$ cat src/rtl/bridge_pkg.sv
// bridge_pkg: AHB-to-APB bridge FSM state encoding, APB address windows and PSEL one-hot codes
package bridge_pkg;
  localparam logic [2:0] ST_IDLE     = 3'd0;
  localparam logic [2:0] ST_WWAIT    = 3'd1;
  localparam logic [2:0] ST_READ     = 3'd2;
  localparam logic [2:0] ST_WRITE    = 3'd3;
  localparam logic [2:0] ST_WRITEP   = 3'd4;
  localparam logic [2:0] ST_RENABLE  = 3'd5;
  localparam logic [2:0] ST_WENABLE  = 3'd6;
  localparam logic [2:0] ST_WENABLEP = 3'd7;
  localparam int NWIN = 3;
  localparam logic [31:0] WIN_BASE  [NWIN] = '{32'h8000_0000, 32'h8400_0000, 32'h8800_0000};
  localparam logic [31:0] WIN_LIMIT [NWIN] = '{32'h83FF_FFFF, 32'h87FF_FFFF, 32'h8BFF_FFFF};
  localparam logic [2:0]  PSEL_ONEHOT [NWIN] = '{3'b001, 3'b010, 3'b100};
endpackage

$ cat src/rtl/apb_fsm_controller_if.sv
// apb_fsm_controller_if: AHB-slave-side inputs and APB master outputs of the bridge FSM; PREADY exists only with APB_PREADY_EN
interface apb_fsm_controller_if #(
  parameter int ADDR_W = 32,
  parameter int DATA_W = 32,
  parameter int NSLV   = 3
);
  logic              valid, HWRITE, HWRITEreg;
  logic [ADDR_W-1:0] HADDR, HADDR_1, HADDR_2;
  logic [DATA_W-1:0] HWDATA, HWDATA_1;
`ifdef APB_PREADY_EN
  logic              PREADY;
`endif
  logic [NSLV-1:0]   PSEL;
  logic              PENABLE, PWRITE, HREADYout;
  logic [ADDR_W-1:0] PADDR;
  logic [DATA_W-1:0] PWDATA;
  modport master (
`ifdef APB_PREADY_EN
    input PREADY,
`endif
    input valid, HWRITE, HWRITEreg, HADDR, HADDR_1, HADDR_2, HWDATA, HWDATA_1,
    output PSEL, PENABLE, PWRITE, PADDR, PWDATA, HREADYout
  );
  modport slave (
`ifdef APB_PREADY_EN
    output PREADY,
`endif
    output valid, HWRITE, HWRITEreg, HADDR, HADDR_1, HADDR_2, HWDATA, HWDATA_1,
    input PSEL, PENABLE, PWRITE, PADDR, PWDATA, HREADYout
  );
endinterface

$ cat src/rtl/apb_sel_decode.sv
// apb_sel_decode: combinational APB address -> one-hot PSEL, zero outside every window
module apb_sel_decode
  import bridge_pkg::*;
#(
  parameter int ADDR_W = 32,
  parameter int NSLV   = 3
) (
  input  logic [ADDR_W-1:0] addr,
  output logic [NSLV-1:0]   sel
);
  always_comb begin
    sel = '0;
    for (int i = 0; i < NWIN; i++)
      if (addr >= WIN_BASE[i] && addr <= WIN_LIMIT[i]) sel = NSLV'(PSEL_ONEHOT[i]);
  end
endmodule

$ cat src/rtl/apb_fsm_controller.sv
// apb_fsm_controller: AHB-to-APB bridge FSM driving registered APB master signals and HREADYout.
// APB_PREADY_EN adds a PREADY input that stretches access phases.
module apb_fsm_controller
  import bridge_pkg::*;
#(
  parameter int ADDR_W = 32,
  parameter int DATA_W = 32,
  parameter int NSLV   = 3
) (
  input logic HCLK,
  input logic HRESET,
  apb_fsm_controller_if.master bus
);
  logic [2:0]        state, state_d;
  logic [ADDR_W-1:0] paddr_d;
  logic [DATA_W-1:0] pwdata_d;
  logic [NSLV-1:0]   sel, psel_d;
  logic              penable_d, pwrite_d, hready_q, hready_d, ready, idle_like, wait_acc;
`ifdef APB_PREADY_EN
  assign ready = bus.PREADY;
`else
  assign ready = 1'b1;
`endif
  assign idle_like = state inside {ST_IDLE, ST_RENABLE, ST_WENABLE};
  assign wait_acc  = ~ready && (state inside {ST_RENABLE, ST_WENABLE, ST_WENABLEP});
  // a stalled access must hold off the AHB master in the very cycle PREADY is low
  assign bus.HREADYout = hready_q & ~wait_acc;
  apb_sel_decode #(.ADDR_W(ADDR_W), .NSLV(NSLV)) u_dec (.addr(paddr_d), .sel(sel));
  always_comb begin
    state_d   = state;
    paddr_d   = bus.PADDR;
    pwdata_d  = bus.PWDATA;
    pwrite_d  = bus.PWRITE;
    psel_d    = bus.PSEL;
    penable_d = 1'b0;
    hready_d  = 1'b1;
    if (wait_acc) begin
      penable_d = 1'b1;
      hready_d  = hready_q;
    end else if (idle_like) begin
      psel_d  = '0;
      state_d = bus.valid ? (bus.HWRITE ? ST_WWAIT : ST_READ) : ST_IDLE;
      if (bus.valid && !bus.HWRITE) begin
        paddr_d  = bus.HADDR;
        pwrite_d = 1'b0;
        psel_d   = sel;
        hready_d = 1'b0;
      end
    end else
      case (state)
        ST_WWAIT: begin
          state_d  = bus.valid ? ST_WRITEP : ST_WRITE;
          paddr_d  = bus.HADDR_1;
          pwdata_d = bus.HWDATA;
          pwrite_d = 1'b1;
          psel_d   = sel;
          hready_d = ~bus.valid;
        end
        ST_READ: begin
          state_d   = ST_RENABLE;
          penable_d = 1'b1;
        end
        ST_WRITE: begin
          state_d   = bus.valid ? ST_WENABLEP : ST_WENABLE;
          penable_d = 1'b1;
        end
        ST_WRITEP: begin
          state_d   = ST_WENABLEP;
          penable_d = 1'b1;
          hready_d  = 1'b0;
        end
        ST_WENABLEP: begin
          state_d  = !bus.HWRITEreg ? ST_READ : (bus.valid ? ST_WRITEP : ST_WRITE);
          paddr_d  = bus.HADDR_2;
          pwdata_d = bus.HWRITEreg ? bus.HWDATA_1 : bus.PWDATA;
          pwrite_d = bus.HWRITEreg;
          psel_d   = sel;
          hready_d = bus.HWRITEreg & ~bus.valid;
        end
        default: state_d = ST_IDLE;
      endcase
  end
  always_ff @(posedge HCLK or posedge HRESET)
    if (HRESET) begin
      state       <= ST_IDLE;
      bus.PSEL    <= '0;
      bus.PENABLE <= 1'b0;
      bus.PWRITE  <= 1'b0;
      bus.PADDR   <= '0;
      bus.PWDATA  <= '0;
      hready_q    <= 1'b1;
    end else begin
      state       <= state_d;
      bus.PSEL    <= psel_d;
      bus.PENABLE <= penable_d;
      bus.PWRITE  <= pwrite_d;
      bus.PADDR   <= paddr_d;
      bus.PWDATA  <= pwdata_d;
      hready_q    <= hready_d;
    end
endmodule

$ cat src/flat_wrapper.sv
// flat-port wrapper written by rule: the top's interface ports become plain ports
module apb_fsm_controller_flat import bridge_pkg::*;
#(
  parameter int ADDR_W = 32,
  parameter int DATA_W = 32,
  parameter int NSLV   = 3
)
  (HCLK, HRESET, bus_valid, bus_HWRITE, bus_HWRITEreg, bus_HADDR, bus_HADDR_1, bus_HADDR_2, bus_HWDATA, bus_HWDATA_1, bus_PSEL, bus_PENABLE, bus_PWRITE, bus_PADDR, bus_PWDATA, bus_HREADYout);
  apb_fsm_controller_if #(.ADDR_W(ADDR_W), .DATA_W(DATA_W), .NSLV(NSLV)) bus_i ();
  input logic HCLK;
  input logic HRESET;
  input wire logic [$bits(bus_i.valid)-1:0] bus_valid;
  input wire logic [$bits(bus_i.HWRITE)-1:0] bus_HWRITE;
  input wire logic [$bits(bus_i.HWRITEreg)-1:0] bus_HWRITEreg;
  input wire logic [$bits(bus_i.HADDR)-1:0] bus_HADDR;
  input wire logic [$bits(bus_i.HADDR_1)-1:0] bus_HADDR_1;
  input wire logic [$bits(bus_i.HADDR_2)-1:0] bus_HADDR_2;
  input wire logic [$bits(bus_i.HWDATA)-1:0] bus_HWDATA;
  input wire logic [$bits(bus_i.HWDATA_1)-1:0] bus_HWDATA_1;
  output wire logic [$bits(bus_i.PSEL)-1:0] bus_PSEL;
  output wire logic [$bits(bus_i.PENABLE)-1:0] bus_PENABLE;
  output wire logic [$bits(bus_i.PWRITE)-1:0] bus_PWRITE;
  output wire logic [$bits(bus_i.PADDR)-1:0] bus_PADDR;
  output wire logic [$bits(bus_i.PWDATA)-1:0] bus_PWDATA;
  output wire logic [$bits(bus_i.HREADYout)-1:0] bus_HREADYout;
  assign bus_i.valid = bus_valid;
  assign bus_i.HWRITE = bus_HWRITE;
  assign bus_i.HWRITEreg = bus_HWRITEreg;
  assign bus_i.HADDR = bus_HADDR;
  assign bus_i.HADDR_1 = bus_HADDR_1;
  assign bus_i.HADDR_2 = bus_HADDR_2;
  assign bus_i.HWDATA = bus_HWDATA;
  assign bus_i.HWDATA_1 = bus_HWDATA_1;
  assign bus_PSEL = bus_i.PSEL;
  assign bus_PENABLE = bus_i.PENABLE;
  assign bus_PWRITE = bus_i.PWRITE;
  assign bus_PADDR = bus_i.PADDR;
  assign bus_PWDATA = bus_i.PWDATA;
  assign bus_HREADYout = bus_i.HREADYout;
  apb_fsm_controller #(.ADDR_W(ADDR_W), .DATA_W(DATA_W), .NSLV(NSLV)) u_core (.HCLK(HCLK), .HRESET(HRESET), .bus(bus_i));
endmodule
$ cat config.mk
export PLATFORM = sky130hd
export DESIGN_NAME = apb_fsm_controller_flat
export DESIGN_NICKNAME = d
export VERILOG_FILES = /design/src/rtl/bridge_pkg.sv /design/src/rtl/apb_fsm_controller_if.sv /design/src/rtl/apb_sel_decode.sv /design/src/rtl/apb_fsm_controller.sv /design/src/flat_wrapper.sv
export SDC_FILE = /design/constraint.sdc
export NUM_CORES = 1
export LEC_CHECK = 0
export CORE_MARGIN = 4
export CORE_UTILIZATION = 37
export CTS_CLUSTER_DIAMETER = 30
export DETAILED_ROUTE_END_ITERATION = 12
export PLACE_DENSITY = 0.89
export SLEW_MARGIN = 20
export SYNTH_ARGS = -nofsm -noshare
export SYNTH_HDL_FRONTEND = slang
export SYNTH_SLANG_ARGS = --single-unit
export TNS_END_PERCENT = 10
$ cat constraint.sdc
create_clock -name HCLK -period 3.2 [get_ports HCLK]
set_input_delay 0.64 -clock HCLK [delete_from_list [all_inputs] [get_ports HCLK]]
set_output_delay 0.64 -clock HCLK [all_outputs]
set_load 0.01 [all_outputs]
# [Word level (Yosys, flattened, before mapping)]
# Cells that the tools add are included.
[word_totals] ff_bits=73 input_bits=165 out_inout_bits=70 wordCells=65
[classes] n_lt_le_gt_ge=6 n_eq_ne=9 n_mux=26 bitwise=3 reduce_logical=14
[op_table] operator="32-bit case mux with 2 select lines" count=2
[op_table] operator="32-bit >= comparator (second input constant)" count=3
[op_table] operator="32-bit <= comparator (second input constant)" count=3
[op_table] operator="32-bit two-way mux" count=3
[op_table] operator="3-bit two-way mux" count=9
[op_table] operator="3-bit case mux with 5 select lines" count=1
[op_table] operator="3-bit equality test (second input constant)" count=4
[op_table] operator="1-bit two-way mux" count=8
[op_table] operator="3-bit by 2-bit equality test with 1-bit output (second input constant)" count=2
[op_table] operator="3-bit nonzero test" count=2
[op_table] operator="1-bit logical AND" count=4
[op_table] operator="2-bit != test (second input constant)" count=2
[op_table] operator="2-bit nonzero test" count=2
[op_table] operator="3-bit by 1-bit equality test with 1-bit output (second input constant)" count=1
[op_table] operator="3-bit logical NOT" count=1
[op_table] operator="1-bit case mux with 3 select lines" count=1
[op_table] operator="3-bit AND reduction" count=1
[op_table] operator="3-bit OR reduction" count=1
[op_table] operator="2-bit two-way mux" count=1
[op_table] operator="1-bit NOT" count=2
[op_table] operator="1-bit case mux with 2 select lines" count=1
[op_table] operator="2-bit AND reduction" count=1
[op_table] operator="2-bit OR reduction" count=1
[op_table] operator="1-bit AND" count=1
[op_table] operator="1-bit logical NOT" count=1

# [Depth between registers and ports, before layout]
[logic_depth] ltp_word=11 depth_mapped=8 mapped_depth_nobuf=6

# [Cells and area by module]
# From an unflattened synthesis, not the netlist that was laid out.
[hier_totals] cells_unflattened=345 hier_area_um2=3756.1
[modules_own_cells] module="apb_fsm_controller" n_inst=1 cells_each=341 area_per_inst_um2=3712.3 seq_area_each_um2=1828.0
[modules_own_cells] module="apb_sel_decode" n_inst=1 cells_each=4 area_per_inst_um2=43.8 seq_area_each_um2=0.0

# [Least setup slack after synthesis]
# Ideal clock, no wire load.
[synth_path] kind="input port to flip-flop" start="in bus_HWRITE" end="reg u_core.bus.PSEL[1]" setup_ns=0.123 arrival_time_ns=1.711 required_time_ns=3.077 slack_ns=1.366 cell_stages=7 path_buffers=1 cell_sequence="and2b_1 -> buf_6 -> mux2_4 -> a221oi_4 -> inv_1 -> nand4_1 -> o21ai_1"
[synth_between] elab_chain_cells=10 elab_cells_between_ends=15 classes_between="order compare (4); mux (7); reduce/logical (4)"
[synth_lines] element="start: declaration" line="flat_wrapper.sv:13" rtl="input wire logic [$bits(bus_i.HWRITE)-1:0] bus_HWRITE;"
[synth_lines] element="1-bit logical NOT *" line="apb_fsm_controller.sv:43" rtl="if (bus.valid && !bus.HWRITE) begin"
[synth_lines] element="1-bit logical AND *" line="apb_fsm_controller.sv:43"
[synth_lines] element="32-bit two-way mux *" line="apb_fsm_controller.sv:43"
[synth_lines] element="32-bit two-way mux *" line="apb_fsm_controller.sv:40" rtl="end else if (idle_like) begin"
[synth_lines] element="net u_core.paddr_d[26]" line="apb_fsm_controller.sv:15" rtl="logic [ADDR_W-1:0] paddr_d;"
[synth_lines] element="32-bit >= comparator or 32-bit <= comparator (tied branches)" line="apb_sel_decode.sv:14" rtl="if (addr >= WIN_BASE[i] && addr <= WIN_LIMIT[i]) sel = NSLV'(PSEL_ONEHOT[i]);"
[synth_lines] element="1-bit logical AND" line="apb_sel_decode.sv:14"
[synth_lines] element="3-bit two-way mux" line="apb_sel_decode.sv:14"
[synth_lines] element="3-bit two-way mux *" line="apb_sel_decode.sv:14"
[synth_lines] element="3-bit two-way mux, on equally long branches" line="apb_fsm_controller.sv:50, apb_fsm_controller.sv:43"
[synth_lines] element="3-bit two-way mux *" line="apb_fsm_controller.sv:40"
[synth_lines] element="end signal: assignment" line="apb_fsm_controller.sv:94" rtl="bus.PSEL <= psel_d;"
[synth_lines] element="end: declaration" line="apb_fsm_controller_if.sv:22" rtl="output PSEL, PENABLE, PWRITE, PADDR, PWDATA, HREADYout"
# Mark *: on every way through the listed nets, which the timed path passes. The rest lies on a longest branch. The select of a mux whose other input is x is not followed.
# A chain may end at the register's enable or synchronous reset.

# [Worst setup path in the final report]
[layout_path] start="in bus_valid" end="reg u_core.bus.PADDR[17]"
[layout_between] elab_chain_cells=3
[layout_lines] element="start: declaration" line="flat_wrapper.sv:12" rtl="input wire logic [$bits(bus_i.valid)-1:0] bus_valid;"
[layout_lines] element="1-bit logical AND" line="apb_fsm_controller.sv:43"
[layout_lines] element="32-bit two-way mux" line="apb_fsm_controller.sv:43"
[layout_lines] element="32-bit two-way mux" line="apb_fsm_controller.sv:40"
[layout_lines] element="net u_core.paddr_d[17]" line="apb_fsm_controller.sv:15"
[layout_lines] element="end signal: assignment" line="apb_fsm_controller.sv:97" rtl="bus.PADDR <= paddr_d;"
[layout_lines] element="end: declaration" line="apb_fsm_controller_if.sv:22"
# The timed path passes the listed nets, and every way through them passes these cells.

==> impl_metrics.csv <==
group,metric,value,unit
sta,setup_viol,0,
floorplan,rows,36,
cts,insertion_delay,340,ps
cts,cts_inserted_buffers,9,
sta,fin_tns_setup,0,ps
grt,antenna_found_initial,0,
logic_synthesis,synthesis.nets,535,
logic_synthesis,synth_adder_area_share,0.002738,
placement,numPortBuffers,234,
worst_hold_path,hp-class,"register to register",
sta,min_period_over_period,0.7948,
floorplan,die_y,107.4,um
cts,path_clk_slew,80,ps
worst_setup_path,endpoint,"u_core.bus.PADDR[17]$_DFF_PP0_",
layout,area_delta_synth_final,71.59,%
logic_synthesis,synth-seq-cells,73,
power_and_ir_drop,power_density,876.7,nW/um2
worst_setup_path,worstSetupPathType,"input port to register",
power_and_ir_drop,pwr-share-comb,0.568,
floorplan,dieWidth,107.4,um
logic_synthesis,synth_top_area_share,0.4928,
grt,grt_pass1_wl,19.15,mm
grt,grtUsageTotal,0.2101,
sta,worst_pin_slew,974.4,ps
logic_synthesis,synth_top_family_by_area,"compound AO/OA/AOI/OAI gates",
route,drt_iter0_drc,199,
worst_setup_path,critPathLaunch,"bus_valid",
layout,num-nets-final,759,
floorplan,ios,235,
logic_synthesis,muxShareOfSynthArea,0.09754,
sta,rsz0062_at_grt,"no",
cts,cts-hold-fix-buffers,0,
worst_setup_path,critPathCaptureType,"register",
route,drt_pass1_iterations,5,
placement,gp_congestion,0.9398,
worst_setup_path,cp_max_fo,31,
layout,regArea,1828,um2
logic_synthesis,syn-cell-area,3656,um2
layout,drive_gt1_frac,0.06010,
grt,grt_pass1_vias,3979,
worst_setup_path,cp_num_cells,6,
cts,cts_root_buffer,"clkbuf_8",
logic_synthesis,synth_edf_count,0,
worst_setup_path,reg2reg_depth,4,
sta,hold_viol,0,
worst_setup_path,crit_chain,"clkdlybuf4s50_1 -> and2b_1 -> a21o_4 -> o211ai_4 -> a222oi_1 -> nand2_1",
sta,skew,8.315,ps
sta,whs,468.9,ps
route,avgRoutedWirePerCell,17.20,um
floorplan,core_area,9684,um2
power_and_ir_drop,p_sw_frac,0.4003,
worst_setup_path,cp_data_required_time,3400,ps
worst_setup_path,cp_top_family,"compound AO/OA/AOI/OAI gates",
logic_synthesis,synth.most_common_cell,"nand2_1",
route,via_per_inst,5.098,
route,route.vias.total,3732,
floorplan,die_area,11540,um2
logic_synthesis,syn-instance-count,370,
power_and_ir_drop,pwr-share-seq,0.312,
logic_synthesis,synth_xor_area_frac,0.002396,
logic_synthesis,syn_avg_cell_area,9.881,um2
worst_setup_path,crit_arrival,2740,ps
worst_setup_path,r2r-end,"u_core.bus.PWDATA[29]$_DFFE_PP0P_",
logic_synthesis,synth_common_cells,"nand2_1 (106), dfrtp_1 (72), o21ai_0 (38)",
worst_setup_path,critPathBufInv,1,
placement,place_hpwl,9.774,mm
power_and_ir_drop,cellLeakagePower,2.792,nW
power_and_ir_drop,ir_worst_vdd,372.6,uV
logic_synthesis,synth_area_leader_cell,"dfrtp_1",
cts,cts.sinks,73,
cts,ctsResizeCount,0,
worst_setup_path,critPathSlowestCell,"clkdlybuf4s50_1",
flow_run,max-cap-violations,0,
layout,nFillCells,813,
logic_synthesis,synthSimpleGateAreaFrac,0.1458,
sta,drv_slew,0,
layout,fin_util,0.6478,
worst_setup_path,cpPeakStageDelay,590,ps
sta,max_clock_freq,393.2,MHz
cts,cts.path.max_buffers,2,
cts,post-cts-setup-buffers,0,
logic_synthesis,synth.distinct_cells,45,
route,wirelength,12.59,mm
route,drc,0,
logic_synthesis,ys_async_sr_fraction,1.000,
power_and_ir_drop,total_power,0.005500,W
sta,min_period,2543,ps
power_and_ir_drop,netSwitchingPower,0.002202,W
power_and_ir_drop,pwr-share-clk,0.121,
layout,diodes,0,
power_and_ir_drop,p_int,0.003298,W
logic_synthesis,synth-compound-area-share,0.1971,
logic_synthesis,synth-main-ff-cell,"dfrtp_1",
logic_synthesis,yosys-top-cells-area,"dfrtp_1 (49%), nand2_1 (11%), mux2i_1 (9.0%)",
logic_synthesis,ys.warnings.count,0,
cts,h-tree-depth,3,
grt,grt_overflow,0,
worst_setup_path,r2r_setup_slack,870,ps
cts,cts_tree,"done",
route,final_antenna_net_count,0,
status,outcome,"finished, final reports clean",
worst_setup_path,r2r_start,"u_core.state[1]$_DFF_PP0_",
floorplan,start_util,0.3775,
logic_synthesis,yosysSeqAreaShare,0.5000,
layout,multi_input_area,1653,um2
worst_setup_path,cp-start-kind,"input port",
grt,grt_max_degree,66,
sta,maxSlewHeadroom,0.3481,
-- worst min path at each step --
stage                                       from  cells past startpoint  slack [ps]                                end
2_1_floorplan     u_core.bus.PADDR[28]$_DFF_PP0_                      2         500     u_core.bus.PADDR[28]$_DFF_PP0_
3_3_place_gp      u_core.bus.PADDR[28]$_DFF_PP0_                      2         450     u_core.bus.PADDR[28]$_DFF_PP0_
3_5_place_dp      u_core.bus.PADDR[28]$_DFF_PP0_                      2         460     u_core.bus.PADDR[28]$_DFF_PP0_
4_1_cts           u_core.bus.PADDR[28]$_DFF_PP0_                      2         470     u_core.bus.PADDR[28]$_DFF_PP0_
5_1_grt        u_core.bus.PWDATA[21]$_DFFE_PP0P_                      2         510  u_core.bus.PWDATA[21]$_DFFE_PP0P_
6_report          u_core.bus.PADDR[28]$_DFF_PP0_                      2         470     u_core.bus.PADDR[28]$_DFF_PP0_
-- kinds of logic (layout without fill, tap and decap cells) --
logic type,after synthesis,count (layout)
buffers and inverters,36,265
adder cells (fa/ha/maj),1,1
XOR/XNOR,1,1
AO/OA/AOI/OAI,96,96
AND/OR/NAND/NOR,128,128
flip-flops,73,73
multiplexers,35,35
-- through the flow --
stage	instance area [um2]	cells	worst slack, ps
after floorplan	3656	370	708.4
after global placement	6093	716	466.3
after detailed placement	6093	716	285.4
after CTS	6274	732	658.2
after global routing	6274	732	553.2
final	6274	732	656.6
-- state kept, by name, indices dropped and copies added (netlist names) --
signal	count
u_core.bus.HREADYout	1
u_core.bus.PENABLE	1
u_core.bus.PWDATA	32
u_core.bus.PWRITE	1
u_core.state	3
u_core.bus.PSEL	3
u_core.bus.PADDR	32
-- worst reg2reg max path, cell delays in order, from the launching register on --
cell     delay, ps
dfrtp_1        790
and2_1         290
nand2_2        560
mux2i_1        430
o21ai_0        120
-- power by group through the flow --
stage          combinational (W)  clock, W  sequential [W]
2_1_floorplan            0.00160         0         0.00183
3_3_place_gp             0.00301         0         0.00170
3_5_place_dp             0.00314         0         0.00173
4_1_cts                  0.00315  0.000685         0.00171
5_1_grt                  0.00340  0.000726         0.00177
6_report                 0.00312  0.000664         0.00171
-- cells in the final DEF, fill, tap and decap left out, types with 2 or more instances in the layout --
cell type | Yosys | final
clkdlybuf4s50_1 | 0 | 234
nand2_1 | 106 | 105
dfrtp_1 | 72 | 72
o21ai_0 | 38 | 38
mux2i_1 | 33 | 33
a222oi_1 | 26 | 26
clkbuf_8 | 0 | 10
inv_1 | 9 | 8
a21oi_1 | 9 | 8
buf_4 | 6 | 4
nand2b_1 | 3 | 3
a221oi_1 | 3 | 3
nand4_1 | 3 | 3
o21ai_1 | 3 | 3
o22ai_1 | 2 | 2
nand3_1 | 2 | 2
a22oi_1 | 2 | 2
nand3b_1 | 2 | 2
nor2_1 | 3 | 2
nor2b_1 | 2 | 2
a221o_1 | 2 | 2
nor2_2 | 1 | 2
clkinvlp_4 | 0 | 2
clkinv_2 | 0 | 2
buf_12 | 0 | 2
-- cell type report --
cell class / instances / share of cell area
tap: 133 / 0.02653
inverter: 9 / 0.005385
clock buffer: 10 / 0.02194
timing repair buffer: 240 / 0.3845
sequential: 73 / 0.2914
clock inverter: 6 / 0.006781
multi-input combinational: 261 / 0.2635
-- metal layers --
| metal | vias up | part of all wire | global-route usage |
|---|---|---|---|
| li1 | 1785 | - | - |
| met1 | 1744 | 0.37 | 0.2263 |
| met2 | 181 | 0.53 | 0.3887 |
| met3 | 22 | 0.080 | 0.05579 |
| met4 | 0 | 0.022 | 0.08296 |
| met5 | - | 0 | 0 |
(Power assumes the default switching activity.)
==> RTL edit 1, RTL diff (same flow settings) <==
Reset style: synchronous (`HRESET`), changed in one clocked block.
--- a/src/rtl/apb_fsm_controller.sv
+++ b/src/rtl/apb_fsm_controller.sv
@@ -80,7 +80,7 @@
         default: state_d = ST_IDLE;
       endcase
   end
-  always_ff @(posedge HCLK or posedge HRESET)
+  always_ff @(posedge HCLK)
     if (HRESET) begin
       state       <= ST_IDLE;
       bus.PSEL    <= '0;
Behaviour: differs if HRESET is asserted again (counterexample within 4 cycles, from zero or initial values and one cycle with HRESET high); with HRESET held inactive, the same outputs for 10 cycles.
==> RTL edit 1 against the unedited design <==
- die area shrank 2.0%
- first-iteration DRC count grew 9.5%
- worst setup slack gained 0.0025 ns
- sequential share of layout area shrank 5.5 points
- wire length grew 7.4%
- synthesized cell count grew 14%
- total power shrank 11%
- cell area shrank 1.5%
- synthesized area shrank 2.1%
- combinational power shrank 17%
- clock skew grew 0.0048 ns
- fmax is essentially flat
- sequential cell count is the same
==> RTL edit 1: results (changes against the unedited design) <==
Routing
  – Via density per instance: 5.42 (+6.4%)
  – Total detailed-routing wirelength: 13500 um (+7.4%)
  – Final routed DRC violation total: 0 (unchanged)
  – DR pass1 iterations: 7 (+2)
  – Initial drt markers: 218 (+9.5%)

Clock tree
  – Clock buffer count from CTS: 9 (unchanged)
  – Resized cells post-CTS: 0 (unchanged)
  – Clock latency at the later pin of the worst-skew pair: roughly 0.33 ns
  – Clock transition at the register clock pins on the worst setup and hold paths after CTS: 0.08 ns (about the same)
  – Post-CTS setup-driven buffer insertion count: 0 (unchanged)
  – CTS root buffer: clkbuf_8
  – Largest buffer count on any clock path: 2 (unchanged)
  – Number of levels in the clock H-tree: 3 (unchanged)

Cells and area
  – Biggest regs: u_core.bus.PADDR (32), u_core.bus.PWDATA (32)
  – Fill cell total of the finished layout: 778 (-4.3%)
  – Share of layout cells above drive strength 1: 6.06% (+0.046 points)
  – Antenna cells: 0 (unchanged)
  – Post-layout nets: 804 (+5.9%)

Yosys
  – Synth warn: 0 (unchanged)
  – Fraction of synthesis flops using an asynchronous set or reset pin: 0% (-100 points)
  – Synth area leaders: dfxtp_1 (41%), nand2_1 (9.4%), a311oi_1 (8.1%)
  – Net count after synthesis: 588 (+9.9%)
  – Most frequently used flop master after synthesis: dfxtp_1
  – Share of the yosys chip area belonging to registers: 40.8% (-9.2 points)
  – Commonest cells post-synth: nand2_1 (90), dfxtp_1 (73), nor2_1 (46)
  – Count of distinct cell types in the synthesized netlist: 48 (+6.7%)

GRT
  – Largest net degree at the start of global routing: 68 (+3.0%)
  – Combined global-route utilization of all metal layers: 22.5% (+1.5 points)
  – Antenna violations before repair: 0 (unchanged)
  – Vias in the first global route: 4263 (+7.1%)
  – Wire length of the first global-routing pass: 20800 um (+8.9%)

Worst setup path
  – CP arrival: 2.75 ns (about the same)
  – Critical Path Slowest Stage Cell: nor2_1
  – Top delay family on crit path: simple AND/OR/NAND/NOR gates
  – Kind of launch point of the worst setup path: register
  – Worst Reg2Reg Path Length in Cells: 6 (+2)
  – Highest cell delay on the worst timing path: 0.72 ns (+0.13 ns)
  – Maximum fanout along the worst path: 15 (-52%)

Placement
  – Port Buffers: 234 (unchanged)
  – HPWL after detailed placement: 10400 um (+6.6%)
  – RD Place Congestion: 0.918 (-2.3%)

Worst hold path
  – Worst hold path cell count: 2 (unchanged)
  – Class of the worst hold path: reg2reg

Power
  – Leakage power: 2.21 nW (-21%)
  – Worst vdd rail ir drop: 0.401 mV (+7.5%)

Timing
  – Final Hold Fails: 0 (unchanged)
  – Slew HR: 38.8% (+3.9 points)
  – Final clock skew: 0.0132 ns (+0.00485 ns)

Status
  – Status: finished, final reports clean
-- RTL edit 1: per-layer routing --
metal,global-route usage [%],part of all wire (%),vias to the layer above
met5,0,0,-
met4,6.75,1.3,0
met3,5.89,8.9,15
met2,42.6,53,216
met1,24.3,37,1946
li1,-,-,2015
-- RTL edit 1: worst paths after layout --
kind                                         endpoint                  start  slack, ns
worst max-delay path             u_core.bus.PADDR[17]        u_core.state[1]       0.66
worst min-delay path            u_core.bus.PWDATA[21]  u_core.bus.PWDATA[21]       0.50
worst max register to register   u_core.bus.PADDR[17]        u_core.state[1]       0.66
worst min register to register  u_core.bus.PWDATA[21]  u_core.bus.PWDATA[21]       0.50
-- RTL edit 1: kinds of logic after synthesis --
kind of cell,share of synthesized area (%)
xor+xnor,0.245
buf+inv,6.40
compound gates,29.1
flops,40.8
simple gates,18.9
mux,4.55
-- RTL edit 1: final cells by class --
class | count | area [um^2] | share of cell area (%)
timing repair buffer | 244 | 2420 | 39.2
multi-input combinational | 306 | 1890 | 30.7
sequential | 73 | 1460 | 23.7
tap | 129 | 161 | 2.61
clock buffer | 9 | 124 | 2.00
clock inverter | 7 | 93.8 | 1.52
inverter | 5 | 18.8 | 0.304
-- RTL edit 1: report_power, final --
part | switching, W | internal [W] | leakage [nW]
Clock | 0.000348 | 0.000439 | 0.106
Sequential | 0.000269 | 0.00126 | 0.600
Combinational | 0.00125 | 0.00134 | 1.51
Total | 0.00187 | 0.00304 | 2.21
-- RTL edit 1: metrics by stage --
| step | setup slack [ns] | utilization [%] | instances | hold slack [ns] | instance area (um^2) |
|---|---|---|---|---|---|
| 4_1_cts | 0.666 | 66.2 | 773 | 0.499 | 6180 |
| 5_1_grt | 0.395 | 66.2 | 773 | 0.517 | 6180 |
| 6_report | 0.659 | 66.2 | 773 | 0.496 | 6180 |
| 2_1_floorplan | 1.32 | - | 423 | 0.511 | 3580 |
| 3_3_place_gp | 0.634 | 63.9 | 757 | 0.474 | 5960 |
| 3_5_place_dp | 0.541 | 63.9 | 757 | 0.482 | 5960 |
-- RTL edit 1: worst reg2reg max path, stage by stage, from the launching register on --
cell	delay, ns
dfxtp_1	0.64
nand2b_1	0.27
nor2_2	0.06
buf_4	0.21
nor2_1	0.72
a21oi_1	0.18
a221oi_1	0.34
==> RTL edit 2, RTL diff (same settings) <==
Made on the original files. `NSLV` is set to 3 in 4 places; all go to 5.
--- a/src/rtl/apb_fsm_controller_if.sv
+++ b/src/rtl/apb_fsm_controller_if.sv
@@ -2,7 +2,7 @@
 interface apb_fsm_controller_if #(
   parameter int ADDR_W = 32,
   parameter int DATA_W = 32,
-  parameter int NSLV   = 3
+  parameter int NSLV   = 5
 );
   logic              valid, HWRITE, HWRITEreg;
   logic [ADDR_W-1:0] HADDR, HADDR_1, HADDR_2;
--- a/src/rtl/apb_sel_decode.sv
+++ b/src/rtl/apb_sel_decode.sv
@@ -3,7 +3,7 @@
   import bridge_pkg::*;
 #(
   parameter int ADDR_W = 32,
-  parameter int NSLV   = 3
+  parameter int NSLV   = 5
 ) (
   input  logic [ADDR_W-1:0] addr,
   output logic [NSLV-1:0]   sel
--- a/src/rtl/apb_fsm_controller.sv
+++ b/src/rtl/apb_fsm_controller.sv
@@ -5,7 +5,7 @@
 #(
   parameter int ADDR_W = 32,
   parameter int DATA_W = 32,
-  parameter int NSLV   = 3
+  parameter int NSLV   = 5
 ) (
   input logic HCLK,
   input logic HRESET,
--- a/src/flat_wrapper.sv
+++ b/src/flat_wrapper.sv
@@ -3,7 +3,7 @@
 #(
   parameter int ADDR_W = 32,
   parameter int DATA_W = 32,
-  parameter int NSLV   = 3
+  parameter int NSLV   = 5
 )
   (HCLK, HRESET, bus_valid, bus_HWRITE, bus_HWRITEreg, bus_HADDR, bus_HADDR_1, bus_HADDR_2, bus_HWDATA, bus_HWDATA_1, bus_PSEL, bus_PENABLE, bus_PWRITE, bus_PADDR, bus_PWDATA, bus_HREADYout);
   apb_fsm_controller_if #(.ADDR_W(ADDR_W), .DATA_W(DATA_W), .NSLV(NSLV)) bus_i ();
Interface: changed (resized bus_PSEL); port bits go from 235 to 237. No check against the original RTL was run, so the function may have changed too.
==> RTL edit 2 against the unedited design <==
- fmax down 0.91%
- cell area is 1.8% lower
- first-iteration DRC count is 18% higher
- sequential cell count unchanged
- count of clock-buffer cells in the layout rose by 2
- total power is 5.2% lower
- utilization grew 0.96 points
- critical path depth down 3
- synthesized area shrank 1.6%
- wire length is 1.4% lower
- worst setup slack worse by 0.023 ns
==> RTL edit 2: results (changes against the unedited design) <==
Yosys
  – Share of the yosys chip area belonging to registers: 50.8% (+0.80 points)
  – Multiplexer area fraction after synthesis: 9.18% (-0.57 points)
  – Synth area leaders: dfrtp_1 (50%), nand2_1 (9.7%), mux2i_1 (9.2%)
  – Fraction of the mapped netlist area in compound gates: 20.2% (+0.45 points)
  – Commonest cells post-synth: nand2_1 (93), dfrtp_1 (72), o21ai_0 (35)
  – Share of synthesized cell area in full adder, half adder and majority cells: 0% (-0.27 points)

Routing
  – Met1 routed wirelength after detailed routing: 4400 um (-5.7%)
  – DR pass1 iterations: 10 (+5)
  – Routed length on met3: 1270 um (+25%)
  – Wire length on met2: 6530 um (-1.7%)
  – Total detailed-routing wirelength: 12400 um (-1.4%)

Cells and area
  – Share of layout cells above drive strength 1: 5.49% (-0.52 points)
  – Fill cell total of the finished layout: 773 (-4.9%)

GRT
  – Met3 Resource Use GR: 6.44% (+0.86 points)
  – Met1 track demand over resource in global routing: 22.2% (-0.45 points)
  – Wire length of the first global-routing pass: 18500 um (-3.4%)
  – Routing usage on met2: 37.6% (-1.3 points)
  – Combined global-route utilization of all metal layers: 20.5% (-0.49 points)

Placement
  – RD Place Congestion: 0.823 (-12%)

Timing
  – Final clock skew: 0.0118 ns (+0.00350 ns)
  – Transition time of the tightest slew-check pin: 1.11 ns (+0.134 ns)

Power
  – Internal power of the cells: 0.00315 W (-4.6%)
  – Worst vdd rail ir drop: 0.368 mV (-1.1%)

Worst setup path
  – Worst Reg2Reg Path Length in Cells: 3 (-1)
  – CP arrival: 2.75 ns (about the same)
  – Maximum fanout along the worst path: 32 (+3.2%)

Status
  – Status: finished, final reports clean
==> RTL edit 2: final timing paths <==
path                                        from                     to  slack (ns)
hold reg to reg            u_core.bus.PWDATA[31]  u_core.bus.PWDATA[31]        0.48
setup reg to reg                 u_core.state[2]   u_core.bus.PWDATA[6]        0.63
hold / removal             u_core.bus.PWDATA[31]  u_core.bus.PWDATA[31]        0.48
max in group asynchronous                 HRESET   u_core.bus.PADDR[18]        1.78
min in group asynchronous                 HRESET  u_core.bus.PWDATA[24]        0.62
setup / recovery                 u_core.state[2]   u_core.bus.PWDATA[6]        0.63
==> RTL edit 2: logic make-up (layout without fill, tap and decap cells) <==
| family | count (synthesis) | in the layout |
|---|---|---|
| AND/OR/NAND/NOR | 117 | 117 |
| multiplexers | 33 | 33 |
| other | 1 | 2 |
| flip-flops | 73 | 73 |
| buffers and inverters | 35 | 261 |
| XOR/XNOR | 1 | 1 |
| AO/OA/AOI/OAI | 96 | 96 |
==> RTL edit 2: critical path, cell delays in order (launching register included) <==
cell,delay (ns)
dfrtp_1,0.79
nand3_2,0.99
mux2i_1,0.49
o21ai_0,0.12
==> RTL edit 2: per-stage QoR <==
stage | setup WS, ns | hold slack [ns] | total power [W] | util [%] | std cells
final | 0.633 | 0.480 | 0.00521 | 65.7 | 712
after global routing | 0.489 | 0.506 | 0.00555 | 65.7 | 712
after CTS | 0.602 | 0.487 | 0.00525 | 65.7 | 712
after detailed placement | 0.492 | 0.470 | 0.00462 | 64.1 | 696
after global placement | 0.596 | 0.461 | 0.00449 | 64.1 | 696
after floorplan | 0.708 | 0.513 | 0.00324 | - | 357
==> RTL edit 2: layout make-up <==
class	count	area share (%)
timing repair buffer	240	38.7
inverter	5	0.305
multi-input combinational	249	26.1
sequential	73	29.7
clock buffer	12	2.19
clock inverter	4	0.325
tap	129	2.62
